**src/rtl/lsu_pkg.sv**
```systemverilog
// rtl/lsu_pkg.sv - shared encodings for the load/store bridge
// Purpose: size and state encodings plus the read-latency ceiling used by
// lsu_mem_bridge and lsu_lane_align.
package lsu_pkg;

    localparam logic [1:0] SZ_BYTE = 2'b00;
    localparam logic [1:0] SZ_HALF = 2'b01;
    localparam logic [1:0] SZ_WORD = 2'b10;

    localparam int RD_LAT_MAX = 7;

    typedef enum logic [1:0] {
        ST_IDLE = 2'd0,
        ST_BUS  = 2'd1,
        ST_RESP = 2'd2
    } lsu_state_t;

endpackage

```
**src/rtl/lsu_lane_align.sv**
```systemverilog
// rtl/lsu_lane_align.sv - byte/half/word write replication and read extract
// Purpose: purely combinational lane steering shared by the load/store bridge
// and the I-cache refill path.
// Ports:
//   size        access size (SZ_BYTE/SZ_HALF/SZ_WORD, anything else = word)
//   unsigned_ld 1 = zero-extend loads, 0 = sign-extend
//   offset      byte offset of the access inside the 32-bit word
//   wdata_in    right-aligned store data
//   rdata_word  raw 32-bit bus word
//   wdata_out   lane-replicated store data
//   rdata_out   extracted and extended load data
module lsu_lane_align
    import lsu_pkg::*;
(
    input  logic [1:0]  size,
    input  logic        unsigned_ld,
    input  logic [1:0]  offset,
    input  logic [31:0] wdata_in,
    input  logic [31:0] rdata_word,
    output logic [31:0] wdata_out,
    output logic [31:0] rdata_out
);

    logic [31:0] shifted;

    always_comb begin
        shifted   = rdata_word >> {offset, 3'b000};
        wdata_out = wdata_in;
        rdata_out = shifted;
        case (size)
            SZ_BYTE: begin
                wdata_out = {4{wdata_in[7:0]}};
                rdata_out = {{24{~unsigned_ld & shifted[7]}}, shifted[7:0]};
            end
            SZ_HALF: begin
                wdata_out = {2{wdata_in[15:0]}};
                rdata_out = {{16{~unsigned_ld & shifted[15]}}, shifted[15:0]};
            end
            default: begin
                wdata_out = wdata_in;
                rdata_out = shifted;
            end
        endcase
    end

endmodule

```
**src/rtl/lsu_mem_bridge.sv**
```systemverilog
// rtl/lsu_mem_bridge.sv - load/store bridge from memory stage to perip bus
// Purpose: accepts one load/store at a time, drives the perip_* bus for a
// configurable read latency, steers lanes, extends load data and flags
// misaligned accesses.
// Ports:
//   clk, rst_n                    core clock, async active-low reset
//   req_valid/req_ready           request handshake from the datapath
//   req_wen/req_size/req_unsigned request attributes
//   req_addr/req_wdata            byte address and right-aligned store data
//   stall                         pipeline freeze while busy
//   rsp_valid/rsp_err/rsp_rdata   one-cycle completion
//   perip_*                       word-aligned bus interface
module lsu_mem_bridge
    import lsu_pkg::*;
#(
    parameter int ADDR_W       = 32,
    parameter int RD_LAT       = 1,
    parameter bit MISALIGN_CHK = 1'b1
) (
    input  logic              clk,
    input  logic              rst_n,
    input  logic              req_valid,
    output logic              req_ready,
    input  logic              req_wen,
    input  logic [1:0]        req_size,
    input  logic              req_unsigned,
    input  logic [ADDR_W-1:0] req_addr,
    input  logic [31:0]       req_wdata,
    output logic              stall,
    output logic              rsp_valid,
    output logic              rsp_err,
    output logic [31:0]       rsp_rdata,
    output logic [ADDR_W-1:0] perip_addr,
    output logic              perip_wen,
    output logic [1:0]        perip_mask,
    output logic [31:0]       perip_wdata,
    input  logic [31:0]       perip_rdata
);

    if (RD_LAT < 1 || RD_LAT > RD_LAT_MAX) begin : g_bad_rd_lat
        $error("lsu_mem_bridge: RD_LAT must be in 1..7");
    end

    localparam logic [2:0] CNT_LOAD = 3'(RD_LAT - 1);

    lsu_state_t        state_q, state_d;
    logic [2:0]        cnt_q, cnt_d;
    logic [ADDR_W-1:0] addr_q, addr_d;
    logic [1:0]        size_q, size_d;
    logic              uns_q, uns_d;
    logic              wen_q, wen_d;
    logic              err_q, err_d;
    logic [31:0]       wdata_q, wdata_d;
    logic [31:0]       data_q, data_d;

    logic [1:0]        req_size_n;
    logic              misaligned;
    logic [1:0]        lane_off;
    logic [31:0]       steered_wdata;
    logic [31:0]       extracted_rdata;

    // Illegal size 2'b11 behaves as a word everywhere downstream.
    assign req_size_n = (req_size == 2'b11) ? SZ_WORD : req_size;
    assign misaligned = MISALIGN_CHK &&
                        (((req_size_n == SZ_HALF) && req_addr[0]) ||
                         ((req_size_n == SZ_WORD) && (req_addr[1:0] != 2'b00)));

    // Half accesses only ever use lane 0 or 2, words always lane 0; this also
    // gives the defined behaviour when misalignment checking is disabled.
    always_comb begin
        case (size_q)
            SZ_BYTE: lane_off = addr_q[1:0];
            SZ_HALF: lane_off = {addr_q[1], 1'b0};
            default: lane_off = 2'b00;
        endcase
    end

    lsu_lane_align u_lane_align (
        .size        (size_q),
        .unsigned_ld (uns_q),
        .offset      (lane_off),
        .wdata_in    (wdata_q),
        .rdata_word  (data_q),
        .wdata_out   (steered_wdata),
        .rdata_out   (extracted_rdata)
    );

    always_ff @(posedge clk or negedge rst_n) begin
        if (!rst_n) begin
            state_q <= ST_IDLE;
            cnt_q   <= '0;
            addr_q  <= '0;
            size_q  <= SZ_BYTE;
            uns_q   <= 1'b0;
            wen_q   <= 1'b0;
            err_q   <= 1'b0;
            wdata_q <= '0;
            data_q  <= '0;
        end else begin
            state_q <= state_d;
            cnt_q   <= cnt_d;
            addr_q  <= addr_d;
            size_q  <= size_d;
            uns_q   <= uns_d;
            wen_q   <= wen_d;
            err_q   <= err_d;
            wdata_q <= wdata_d;
            data_q  <= data_d;
        end
    end

    always_comb begin
        state_d     = state_q;
        cnt_d       = cnt_q;
        addr_d      = addr_q;
        size_d      = size_q;
        uns_d       = uns_q;
        wen_d       = wen_q;
        err_d       = err_q;
        wdata_d     = wdata_q;
        data_d      = data_q;
        req_ready   = 1'b0;
        stall       = 1'b0;
        rsp_valid   = 1'b0;
        rsp_err     = 1'b0;
        rsp_rdata   = '0;
        perip_addr  = '0;
        perip_wen   = 1'b0;
        perip_mask  = 2'b00;
        perip_wdata = '0;

        case (state_q)
            ST_IDLE: begin
                req_ready = 1'b1;
                stall     = req_valid & rst_n;
                if (req_valid) begin
                    addr_d  = req_addr;
                    size_d  = req_size_n;
                    uns_d   = req_unsigned;
                    wen_d   = req_wen;
                    wdata_d = req_wdata;
                    err_d   = misaligned;
                    cnt_d   = req_wen ? 3'd0 : CNT_LOAD;
                    state_d = misaligned ? ST_RESP : ST_BUS;
                end
            end
            ST_BUS: begin
                stall       = rst_n;
                perip_addr  = {addr_q[ADDR_W-1:2], 2'b00};
                perip_mask  = size_q;
                perip_wdata = steered_wdata;
                // Stores always run with cnt=0, so their single BUS cycle is the first.
                perip_wen   = wen_q;
                if (cnt_q == 3'd0) begin
                    data_d  = perip_rdata;
                    state_d = ST_RESP;
                end else begin
                    cnt_d = cnt_q - 3'd1;
                end
            end
            ST_RESP: begin
                rsp_valid = 1'b1;
                rsp_err   = err_q;
                if (!err_q && !wen_q) begin
                    rsp_rdata = extracted_rdata;
                end
                state_d = ST_IDLE;
            end
            default: state_d = ST_IDLE;
        endcase
    end

endmodule

```
**config.mk**
```make
export PLATFORM = sky130hd
export DESIGN_NAME = lsu_mem_bridge
export DESIGN_NICKNAME = d
export VERILOG_FILES = /design/src/rtl/lsu_pkg.sv /design/src/rtl/lsu_lane_align.sv /design/src/rtl/lsu_mem_bridge.sv
export SDC_FILE = /design/constraint.sdc
export NUM_CORES = 1
export LEC_CHECK = 0
export BUFFER_PORTS_ARGS = -buffer_cell sky130_fd_sc_hd__buf_2
export CAP_MARGIN = 0
export CORE_UTILIZATION = 40
export CTS_CLUSTER_SIZE = 8
export DETAILED_ROUTE_END_ITERATION = 7
export HOLD_SLACK_MARGIN = 0.1
export PLACE_DENSITY = 0.77
export SLEW_MARGIN = 20
export SYNTH_ARGS = -nofsm -noshare
export SYNTH_HDL_FRONTEND = slang
export SYNTH_HIERARCHICAL = 1
export SYNTH_SLANG_ARGS = --single-unit
export TNS_END_PERCENT = 1
```
**constraint.sdc**
```tcl
create_clock -name clk -period 5.2 [get_ports clk]
set_clock_uncertainty 0.1 [all_clocks]
set_input_delay 1.04 -clock clk [delete_from_list [all_inputs] [get_ports clk]]
set_output_delay 1.04 -clock clk [all_outputs]
set_load 0.01 [all_outputs]
```
# Word-level counts from Yosys, hierarchy flattened
# Index checks and enable logic that the tools add are counted.
[totals] regBits=106 input_bits=103 out_inout_bits=103 elab_cells=60
[op_classes] add_sub_neg=1 eq_ne=9 n_shift=1 mux=21 bitwise_logic=4 reduce_logical=15
[op_table] cell="32-bit two-way mux" count=4
[op_table] cell="32-bit one-hot mux with 2 select lines" count=2
[op_table] cell="32-bit by 5-bit >> shifter with 32-bit output" count=1
[op_table] cell="2-bit two-way mux" count=5
[op_table] cell="2-bit one-hot mux with 2 select lines" count=2
[op_table] cell="2-bit by 1-bit equality test with 1-bit output (second input constant)" count=3
[op_table] cell="2-bit equality test (second input constant)" count=3
[op_table] cell="3-bit two-way mux" count=2
[op_table] cell="2-bit != test (second input constant)" count=3
[op_table] cell="3-bit one-hot mux with 2 select lines" count=1
[op_table] cell="2-bit AND reduction" count=3
[op_table] cell="2-bit zero test" count=2
[op_table] cell="1-bit two-way mux" count=4
[op_table] cell="2-bit nonzero test" count=2
[op_table] cell="1-bit bitwise AND" count=3
[op_table] cell="1-bit logical AND" count=3
[op_table] cell="3-bit zero test" count=1
[op_table] cell="3-bit AND reduction" count=1
[op_table] cell="3-bit by 1-bit subtractor with 3-bit output (second input constant)" count=1
[op_table] cell="1-bit zero test" count=2
[op_table] cell="1-bit one-hot mux with 2 select lines" count=1
[op_table] cell="1-bit logical OR" count=1
[op_table] cell="1-bit inverter" count=1

# Logic depth before layout (Yosys ltp)
# Gate-level depths: netlist of run 1.
[logic_depth] word_depth=8 ltp_mapped=8 mapped_depth_nobuf=6

# Modules after synthesis
# The synthesis of run 1 kept the hierarchy.
[modules_own_cells] mod="lsu_mem_bridge" instances=1 cells_per_inst=499 area_per_inst_um2=4739.5 seq_area_each_um2=2652.5
[modules_own_cells] mod="lsu_lane_align" instances=1 cells_per_inst=169 area_per_inst_um2=1287.5 seq_area_each_um2=0.0

# Least setup slack after synthesis of run 1
# OpenSTA, ideal clock, no wires.
[synth_timing] kind="reg-to-output" from="reg size_q[0]" to="out rsp_rdata[22]" t_arrival_ns=1.740 t_required_ns=4.060 setup_slack_ns=2.320 stages_incl_launch_ff=8 path_buffers=2 cell_sequence="dfrtp_1 -> nor3b_1 -> nor2b_2 -> buf_4 -> nand4_2 -> buf_6 -> nand4_1 -> and2_1"
[synth_between] elab_chain_len=7 elab_cells_between_ends=9 classes_between="eq/ne: 1; shift: 1; mux: 4; bitwise: 2; reduce/logical: 1"
[synth_rtl] element="start: declaration" line="lsu_mem_bridge.sv:49" rtl="logic [1:0] size_q, size_d;"
[synth_rtl] element="start signal: assignment" line="lsu_mem_bridge.sv:103" rtl="size_q <= size_d;"
[synth_rtl] element="2-bit by 1-bit equality test with 1-bit output or 2-bit zero test (tied branches)" line="lsu_mem_bridge.sv:71" rtl="case (size_q)"
[synth_rtl] element="2-bit one-hot mux with 2 select lines (*)" line="lsu_mem_bridge.sv:71"
[synth_rtl] element="via lane_off[0]" line="lsu_mem_bridge.sv:58" rtl="logic [1:0] lane_off;"
[synth_rtl] element="32-bit by 5-bit >> shifter with 32-bit output (*)" line="lsu_lane_align.sv:27" rtl="shifted = rdata_word >> {offset, 3'b000};"
[synth_rtl] element="1-bit bitwise AND, on equally long branches" line="lsu_lane_align.sv:37, lsu_lane_align.sv:33"
[synth_rtl] element="32-bit one-hot mux with 2 select lines (*)" line="lsu_lane_align.sv:30" rtl="case (size)"
[synth_rtl] element="via extracted_rdata[22]" line="lsu_mem_bridge.sv:60" rtl="logic [31:0] extracted_rdata;"
[synth_rtl] element="32-bit two-way mux (*)" line="lsu_mem_bridge.sv:164" rtl="if (!err_q && !wen_q) begin"
[synth_rtl] element="32-bit two-way mux (*)" line="lsu_mem_bridge.sv:132" rtl="case (state_q)"
[synth_rtl] element="end: declaration" line="lsu_mem_bridge.sv:32" rtl="output logic [31:0] rsp_rdata,"
# The timed path passes the listed nets; every way through them passes the cells marked *.

# Final worst setup path of run 1
[layout_timing] from="reg size_q[0]" to="out rsp_rdata[19]"
# Same word-level chain as after synthesis.

==> results of run 1 <==
-- cell type report --
cell class	instances	share of cell area
flip-flops and latches	106	0.3620
inverters	5	0.002561
well taps	184	0.03142
multi-input cells	505	0.4160
repair buffers	210	0.1462
clock inverters	7	0.01110
clock buffers	9	0.03074
-- layer usage --
layer,vias to the layer above,part of all wire
met5,-,0
met4,0,0.019
met3,21,0.082
met2,183,0.47
met1,2342,0.43
li1,2495,-
-- cell usage in the layout (no fill, tap or decap), drive strengths merged --
master,Yosys,routed
mux2i,15,15
inv,5,9
buf,31,210
xor2,1,1
nand3,3,3
and2,99,99
mux2,66,66
ha,2,2
nor2b,3,3
o2bb2ai,2,2
nand4,17,17
o21ai,17,17
clkbuf,22,9
a21oi,9,9
o22ai,1,1
o2bb2a,1,1
bufinv,0,1
nand2,236,236
nor3b,5,5
and2b,2,2
nand3b,1,1
a22oi,1,1
nor2,10,10
or2,1,1
a31oi,1,1
dfrtp,106,106
nor3,1,1
clkinv,0,2
or3b,2,2
a221oi,7,7
conb,1,2
-- worst paths after layout --
check	start	end	slack, ns
setup reg to reg	state_q[1]	data_q[21]	2.42
hold / removal	addr_q[7]	addr_q[7]	0.37
hold reg to reg	addr_q[7]	addr_q[7]	0.37
max in group asynchronous	rst_n	data_q[3]	3.18
setup / recovery	size_q[0]	rsp_rdata[19]	0.98
min in group asynchronous	rst_n	data_q[12]	0.60
-- logic make-up (layout without fill, tap and decap cells) --
logic type | after synthesis | count (layout) | share of synthesized area
simple gates | 380 | 380 | 0.3014
flops | 106 | 106 | 0.4401
mux | 81 | 81 | 0.1507
buf+inv | 58 | 231 | 0.05730
compound gates | 39 | 39 | 0.04422
fa+ha+maj | 2 | 2 | 0.004151
other cells | 1 | 2 | 0.0006222
xor+xnor | 1 | 1 | 0.001453
-- worst min-delay path, delay by kind of cell (launching register included) --
| family | cells | cell delay (ns) |
|---|---|---|
| DFF | 1 | 0.34 |
| and+or+nand+nor | 2 | 0.10 |
-- sequential cells by signal (all words and copies together), names as in the netlist, 2 cells and up --
register and count:
addr_q 32, state_q 2, data_q 32, cnt_q 3, wdata_q 32, size_q 2
-- metrics by stage --
step	instances	instance area, um^2	hold slack (ns)	utilization
finish	1026	7327	0.3689	0.5003
global route	1026	7327	0.3911	0.5003
global placement	1010	7020	0.3492	0.4794
detailed placement	1010	7020	0.3538	0.4794
CTS	1026	7327	0.3732	0.5003
floorplan	669	6031	0.3374	-
-- power by group --
part	switching, uW	total (uW)	internal [uW]
sequential	363	1590	1230
clock	328	710	382
combinational	1110	2090	983
total	1800	4390	2590
==> impl_metrics.json, run 1 <==
{
  "status": "complete, but fails checks",
  "violations": "design-rule violations",
  "ctsHoldBuffers": 0,
  "async_reset_ff_frac": 1.000,
  "netlist_area_mm2": 0.006027,
  "synth_ff_type": "dfrtp_1",
  "cp-start-kind": "register",
  "cts_tree": "built",
  "syn_to_final_growth_pct": 21.57,
  "grt_use_total": 0.2129,
  "path_cells": "nor3b_2 -> buf_4 -> nor2b_2 -> nand4_2 -> nand4_1 -> and2_1 -> buf_2",
  "min_path_cells": 2,
  "ff_latch_area_mm2": 0.002653,
  "die_w_um": 124.8,
  "dr.pass1.iters": 6,
  "setup_viol": 0,
  "place_ws_ns": 1.351,
  "arrival_ns": 3.08,
  "met3_usage": 0.06873,
  "drive_gt1_frac": 0.3670,
  "io_buffers": 203,
  "powerDensity_mw_per_mm2": 599.5,
  "fp.dieH_um": 124.8,
  "start_util": 0.4116,
  "synthCells": 668,
  "drv_slew": 0,
  "synthTopCellsByCount": "nand2_1 (235), dfrtp_1 (106), and2_1 (99)",
  "use_met2": 0.3490,
  "seq_area_frac_synth": 0.4401,
  "r2r_cells": 3,
  "post-route-drc-count": 28,
  "yosys-top-cells-area": "dfrtp_1 (44%), nand2_1 (15%), mux2_2 (12%)",
  "crit_path_max_incr_delay_ns": 0.69,
  "ys_warn_count": 6,
  "core_area_mm2": 0.01464,
  "cap_viol_max_count": 0,
  "cts_resized": 0,
  "nets": 942,
  "grtUsageMet1": 0.2615,
  "netlist.area_leader.share": 0.4401,
  "grt_pass1_vias": 4973,
  "clockBufferDepth": 2,
  "rsz0062_at_grt": "no",
  "drt_iter0_markers": 344,
  "post_cts_buffers": 0,
  "grt_start_max_net_pins": 73,
  "p_total_uw": 4392,
  "dieArea_mm2": 0.01556,
  "critPathSlowestCell": "dfrtp_1",
  "max_slew.worst_pin.slew_ns": 0.9890,
  "worstPathRequired_ns": 4.06,
  "p_leak_uw": 0.003941,
  "multi_input_area_mm2": 0.003048,
  "place_congestion": 0.9500,
  "synth-edff-count": 0,
  "post_drt_via_cell_ratio": 4.913,
  "busiest_layer": "met2",
  "slew-limit-headroom": 0.3407,
  "period_needed_ns": 4.220,
  "hold_path.class": "register to register",
  "rows": 44,
  "synth.most_common_cell": "nand2_1",
  "vias": 5041,
  "synth_top_cell_by_area": "dfrtp_1",
  "synth-seq-cells": 106,
  "grt-ovfl-total": 0,
  "cts_root_buf": "clkbuf_16",
  "crit_cells": 7,
  "grt_pass1_wl_mm": 25.85,
  "endpoint_kind": "output pin",
  "num_io_pins": 206,
  "tns_ns": 0,
  "clk_pin_slew_worst_paths_ns": 0.07,
  "crit_buf_inv": 2,
  "post-route-period-util": 0.8115,
  "avgSynthCellArea_um2": 9.022,
  "synth_cell_type_count": 43,
  "path_class": "register to output pin",
  "final.setup.worst_slack_ns": 0.9801,
  "cts_buffers": 9,
  "insertion_delay_ns": 0.36,
  "hpwlAfterDp_mm": 11.14,
  "antenna_found_initial": 0,
  "ant_nets": 0,
  "drt_wl_total_mm": 15.97,
  "cp_top_family": "simple AND/OR/NAND/NOR gates",
  "wl_per_cell_um": 15.56,
  "hold_viol_final": 0,
  "fillers": 1389,
  "fmax_ghz": 0.2370,
  "cts.sinks": 106,
  "cp_max_fo": 30,
  "htree_levels": 3,
  "antenna_cells": 0,
  "max-vdd-ir-drop_uv": 327.4
}
No activity file was read; power rests on OpenSTA's default activity.
==> run 2, diff against run 1 <==
ABC_AREA = 1   (was not set)
clock period = 4.15 ns   (was 5.2 ns; I/O delays follow)
==> impl_metrics.json, run 2 <==
{
  "netlist_area_mm2": 0.006145,
  "rows": 44,
  "synth-edff-count": 0,
  "yosys-top-cells-area": "dfrtp_1 (43%), nand2_1 (23%), nor2_1 (6.7%)",
  "route.met2.wl_mm": 7.492,
  "async_reset_ff_frac": 1.000,
  "max_slew.worst_pin.slew_ns": 0.9958,
  "wl_per_cell_um": 13.07,
  "arrival_ns": 2.75,
  "drt_iter0_markers": 503,
  "setup_viol": 0,
  "powerDensity_mw_per_mm2": 768.3,
  "reg.largest.list": "addr_q x32, data_q x32, wdata_q x32",
  "place_congestion": 0.8885,
  "tns_ns": 0,
  "highest_layer": "met5",
  "post_drt_via_cell_ratio": 4.721,
  "grt_use_total": 0.2117,
  "synth_ff_type": "dfrtp_1",
  "seq_area_frac_synth": 0.4317,
  "fmax_ghz": 0.2717,
  "period_needed_ns": 3.680,
  "hpwlAfterDp_mm": 11.84,
  "avgSynthCellArea_um2": 6.835,
  "nets": 1166,
  "netlist.area_leader.share": 0.4317,
  "synthCells": 899,
  "num_io_pins": 206,
  "synth_top_cell_by_area": "dfrtp_1",
  "post_cts_buffers": 0,
  "fin_util": 0.4986,
  "ys_warn_count": 6,
  "layout_commonest_cell": "nand2_1",
  "cap_viol_max_count": 0,
  "htree_levels": 3,
  "max-vdd-ir-drop_uv": 268.7,
  "worstPathRequired_ns": 3.22,
  "grt_pass1_wl_mm": 26.54,
  "path_class": "register to output pin",
  "synth.most_common_cell": "nand2_1",
  "io_buffers": 203,
  "cp-start-kind": "register",
  "synth-seq-cells": 106,
  "p_leak_uw": 0.004328,
  "cts_resized": 0,
  "cts.sinks": 106,
  "antenna_found_initial": 3,
  "slew-limit-headroom": 0.3345,
  "drt-met1-wl_mm": 7.223,
  "most-common-layout-cells": "nand2_1 (377), buf_2 (202), nor2_1 (110)",
  "core_area_mm2": 0.01475,
  "vias": 5901,
  "grt_start_max_net_pins": 58,
  "ctsHoldBuffers": 0,
  "dr.pass1.iters": 5,
  "grt_pass1_vias": 5374,
  "start_util": 0.4165,
  "insertion_delay_ns": 0.34,
  "hold_viol_final": 0,
  "drt_wl_total_mm": 16.34,
  "drive_gt1_frac": 0.2488,
  "synthTopCellsByCount": "nand2_1 (378), nor2_1 (110), dfrtp_1 (106)",
  "synth_cell_type_count": 26,
  "status": "finished, final reports clean",
  "cp_max_fo": 40,
  "hold_path.class": "register to register",
  "cts_buffers": 9,
  "cts_tree": "built",
  "clk_pin_slew_worst_paths_ns": 0.07,
  "wl_met3_mm": 1.188,
  "fp.dieH_um": 125.9,
  "post-route-drc-count": 0,
  "post-route-period-util": 0.8868,
  "drv_slew": 0,
  "die_w_um": 125.9,
  "rsz0062_at_grt": "no",
  "ant_nets": 0,
  "cts_root_buf": "clkbuf_16",
  "syn_to_final_growth_pct": 19.71,
  "clockBufferDepth": 2,
  "endpoint_kind": "output pin",
  "dieArea_mm2": 0.01586,
  "grt-ovfl-total": 0
}
==> run 2: cell count changes after synthesis, moves of 12 or more <==
cell      before  now
nor2_1         9  110
nand3_2        2   14
inv_1          5   92
nand4_1       16    0
o21ai_0       16   55
clkbuf_1      21    9
and2_1        99    1
mux2_2        62    0
buf_2          7   27
nand2_1      235  378
nand3_1        1   22
mux2i_1       15    0
==> run 2: cell families after synthesis <==
family,Yosys count,synth area share
other,1,0.0006103
AO/OA/AOI/OAI,87,0.07412
buffers and inverters,160,0.1256
flip-flops,106,0.4317
adder cells (fa/ha/maj),2,0.004072
AND/OR/NAND/NOR,543,0.3639
==> run 2: worst paths after layout <==
path	slack, ns	depth (start not counted)	startpoint	end
setup reg to reg	1.71	7	cnt_q[0]	data_q[15]
min in group asynchronous	0.54	2	rst_n	wdata_q[23]
hold / removal	0.38	2	wdata_q[28]	wdata_q[28]
max in group asynchronous	2.25	3	rst_n	wdata_q[0]
setup / recovery	0.47	10	size_q[0]	rsp_rdata[17]
hold reg to reg	0.38	2	wdata_q[28]	wdata_q[28]
==> run 2: cell type report <==
class / instances / area, um^2
diodes: 1 / 2.502
clock buffers: 11 / 252.7
clock inverters: 4 / 26.28
fillers: 1515 / 7398
inverters: 97 / 366.6
multi-input cells: 634 / 2731
flip-flops and latches: 106 / 2653
well taps: 184 / 230.2
repair buffers: 213 / 1094
==> run 2: critical path, cell delays in order (launching register included) <==
cell     delay [ns]
dfrtp_1        0.45
nor3b_2        0.07
buf_4          0.22
inv_2          0.46
nand2_1        0.15
nand3_1        0.16
nand3_4        0.32
nand3_1        0.18
nand2_1        0.07
nor2_1         0.14
buf_2          0.17
==> run 2: stage by stage <==
step,worst slack (ns),total power [uW],std cells,hold slack [ns],cell area [um^2]
3_5_place_dp,0.8411,4849,1234,0.3650,7074
5_1_grt,0.2125,6208,1249,0.3963,7353
4_1_cts,0.4572,5680,1249,0.3840,7353
2_1_floorplan,1.643,4172,900,0.3488,6148
6_report,0.4700,5651,1250,0.3791,7356
3_3_place_gp,1.002,4778,1234,0.3629,7074
==> run 2: routing by layer <==
| layer | up-vias | track usage |
|---|---|---|
| met5 | - | 0 |
| met4 | 4 | 0.09001 |
| met2 | 230 | 0.3305 |
| li1 | 3014 | - |
| met1 | 2621 | 0.2775 |
| met3 | 32 | 0.05607 |
==> run 2: report_power, final <==
group | internal [uW] | switching (uW)
Combinational | 996 | 1990
Clock | 437 | 373
Sequential | 1530 | 322
==> run 3, diff against run 2 <==
CORE_UTILIZATION = 38   (was 40)
CTS_CLUSTER_SIZE = 28   (was 8)
PLACE_DENSITY = 0.74   (was 0.77)
REMOVE_ABC_BUFFERS = 1   (was not set)
==> impl_metrics.json, run 3 (synthesized netlist as in run 2, its figures left out) <==
{
  "status": "finished, final reports clean",
  "cap_viol_max_count": 0,
  "cts_tree": "built",
  "insertion_delay_ns": 0.35,
  "dieArea_mm2": 0.01668,
  "period_needed_ns": 3.555,
  "slew-limit-headroom": 0.3132,
  "rsz0062_at_grt": "no",
  "die_w_um": 129.2,
  "vias": 5878,
  "r2r_cells": 7,
  "io_buffers": 203,
  "path_class": "register to output pin",
  "grt_start_max_net_pins": 68,
  "post_drt_via_cell_ratio": 4.585,
  "final_cell_count_no_fill": 1282,
  "placedCellCount": 1265,
  "post_cts_buffers": 0,
  "hpwlAfterDp_mm": 11.53,
  "place_ws_ns": 0.9683,
  "max_slew.worst_pin.slew_ns": 1.030,
  "fmax_ghz": 0.2813,
  "place_congestion": 0.9059,
  "drv_slew": 0,
  "reg.largest.list": "addr_q x32, data_q x32, wdata_q x32",
  "hold_path.class": "input port to async pin",
  "tns_ns": 0,
  "drt_wl_total_mm": 16.67,
  "dr.pass1.iters": 5,
  "htree_levels": 3,
  "wl_per_cell_um": 13.00,
  "ctsHoldBuffers": 0,
  "worstPathRequired_ns": 3.22,
  "ant_nets": 0,
  "cts_root_buf": "clkbuf_16",
  "cp_max_fo": 24,
  "drt_iter0_markers": 445,
  "p_leak_uw": 0.004354,
  "cp-start-kind": "register",
  "max-vdd-ir-drop_uv": 305.9,
  "rows": 46,
  "grt_pass1_wl_mm": 26.34,
  "syn_to_final_growth_pct": 21.58,
  "p_total_uw": 5855,
  "endpoint_kind": "output pin",
  "powerDensity_mw_per_mm2": 783.7,
  "final.setup.worst_slack_ns": 0.5946,
  "post-route-period-util": 0.8567,
  "hold_viol_final": 0,
  "cts_buffers": 9,
  "clockBufferDepth": 2,
  "core_area_mm2": 0.01583,
  "grt-ovfl-total": 0,
  "grt_use_total": 0.2030,
  "fp.dieH_um": 129.2,
  "num_io_pins": 206,
  "setup_viol": 0,
  "antenna_found_initial": 1,
  "arrival_ns": 2.63,
  "post-route-drc-count": 0,
  "start_util": 0.3882,
  "nets": 1165,
  "drive_gt1_frac": 0.2507,
  "layout_commonest_cell": "nand2_1",
  "clk_pin_slew_worst_paths_ns": 0.07,
  "cts.sinks": 106,
  "dpl_cell_area_mm2": 0.007114,
  "cts_resized": 0,
  "fin_area_mm2": 0.007471,
  "most-common-layout-cells": "nand2_1 (376), buf_2 (202), nor2_1 (108)",
  "grt_pass1_vias": 5229
}
[run 3: final timing paths]
path                             startpoint       endpoint  slack, ns
worst min register to register  wdata_q[22]    wdata_q[22]       0.38
worst min-delay path                  rst_n     data_q[19]       0.20
max in group asynchronous             rst_n    wdata_q[16]       2.87
worst max register to register     cnt_q[0]     data_q[26]       1.64
min in group clk                wdata_q[22]    wdata_q[22]       0.38
worst max-delay path              size_q[1]  rsp_rdata[19]       0.59
[run 3: power breakdown]
part	internal (uW)	switching (uW)
registers	1530	332
logic	994	1990
clock network	623	380
total	3150	2710
[run 3: worst max-delay path, stage by stage, from the launching register on]
cell     delay (ns)
dfrtp_1        0.48
buf_4          0.25
nor2_2         0.11
buf_4          0.27
inv_2          0.17
nand3_2        0.13
nand3_4        0.31
nand3_1        0.18
nand2_1        0.07
nor2_1         0.14
buf_2          0.16
[run 3: final cells by class]
class                      count  area (um^2)
timing repair buffer         212         1086
multi-input combinational    634         2739
antenna                        1        2.502
fill                        1600         8357
clock inverter                 4        97.59
tap                          216        270.3
clock buffer                  12        256.5
sequential                   106         2653
inverter                      97        366.6
[run 3: layer usage]
layer	part of all wire	global-route usage	routed length, um
met3	0.084	0.04377	1404
met4	0.016	0.06851	264
met5	0.0011	0	19
met2	0.45	0.3267	7498
met1	0.45	0.2711	7478
[run 3: through the flow]
stage          hold WS (ns)    util
6_report             0.2006  0.4720
5_1_grt              0.1846  0.4719
4_1_cts              0.1895  0.4719
3_5_place_dp         0.3655  0.4495
3_3_place_gp         0.3628  0.4495
2_1_floorplan        0.3488       -
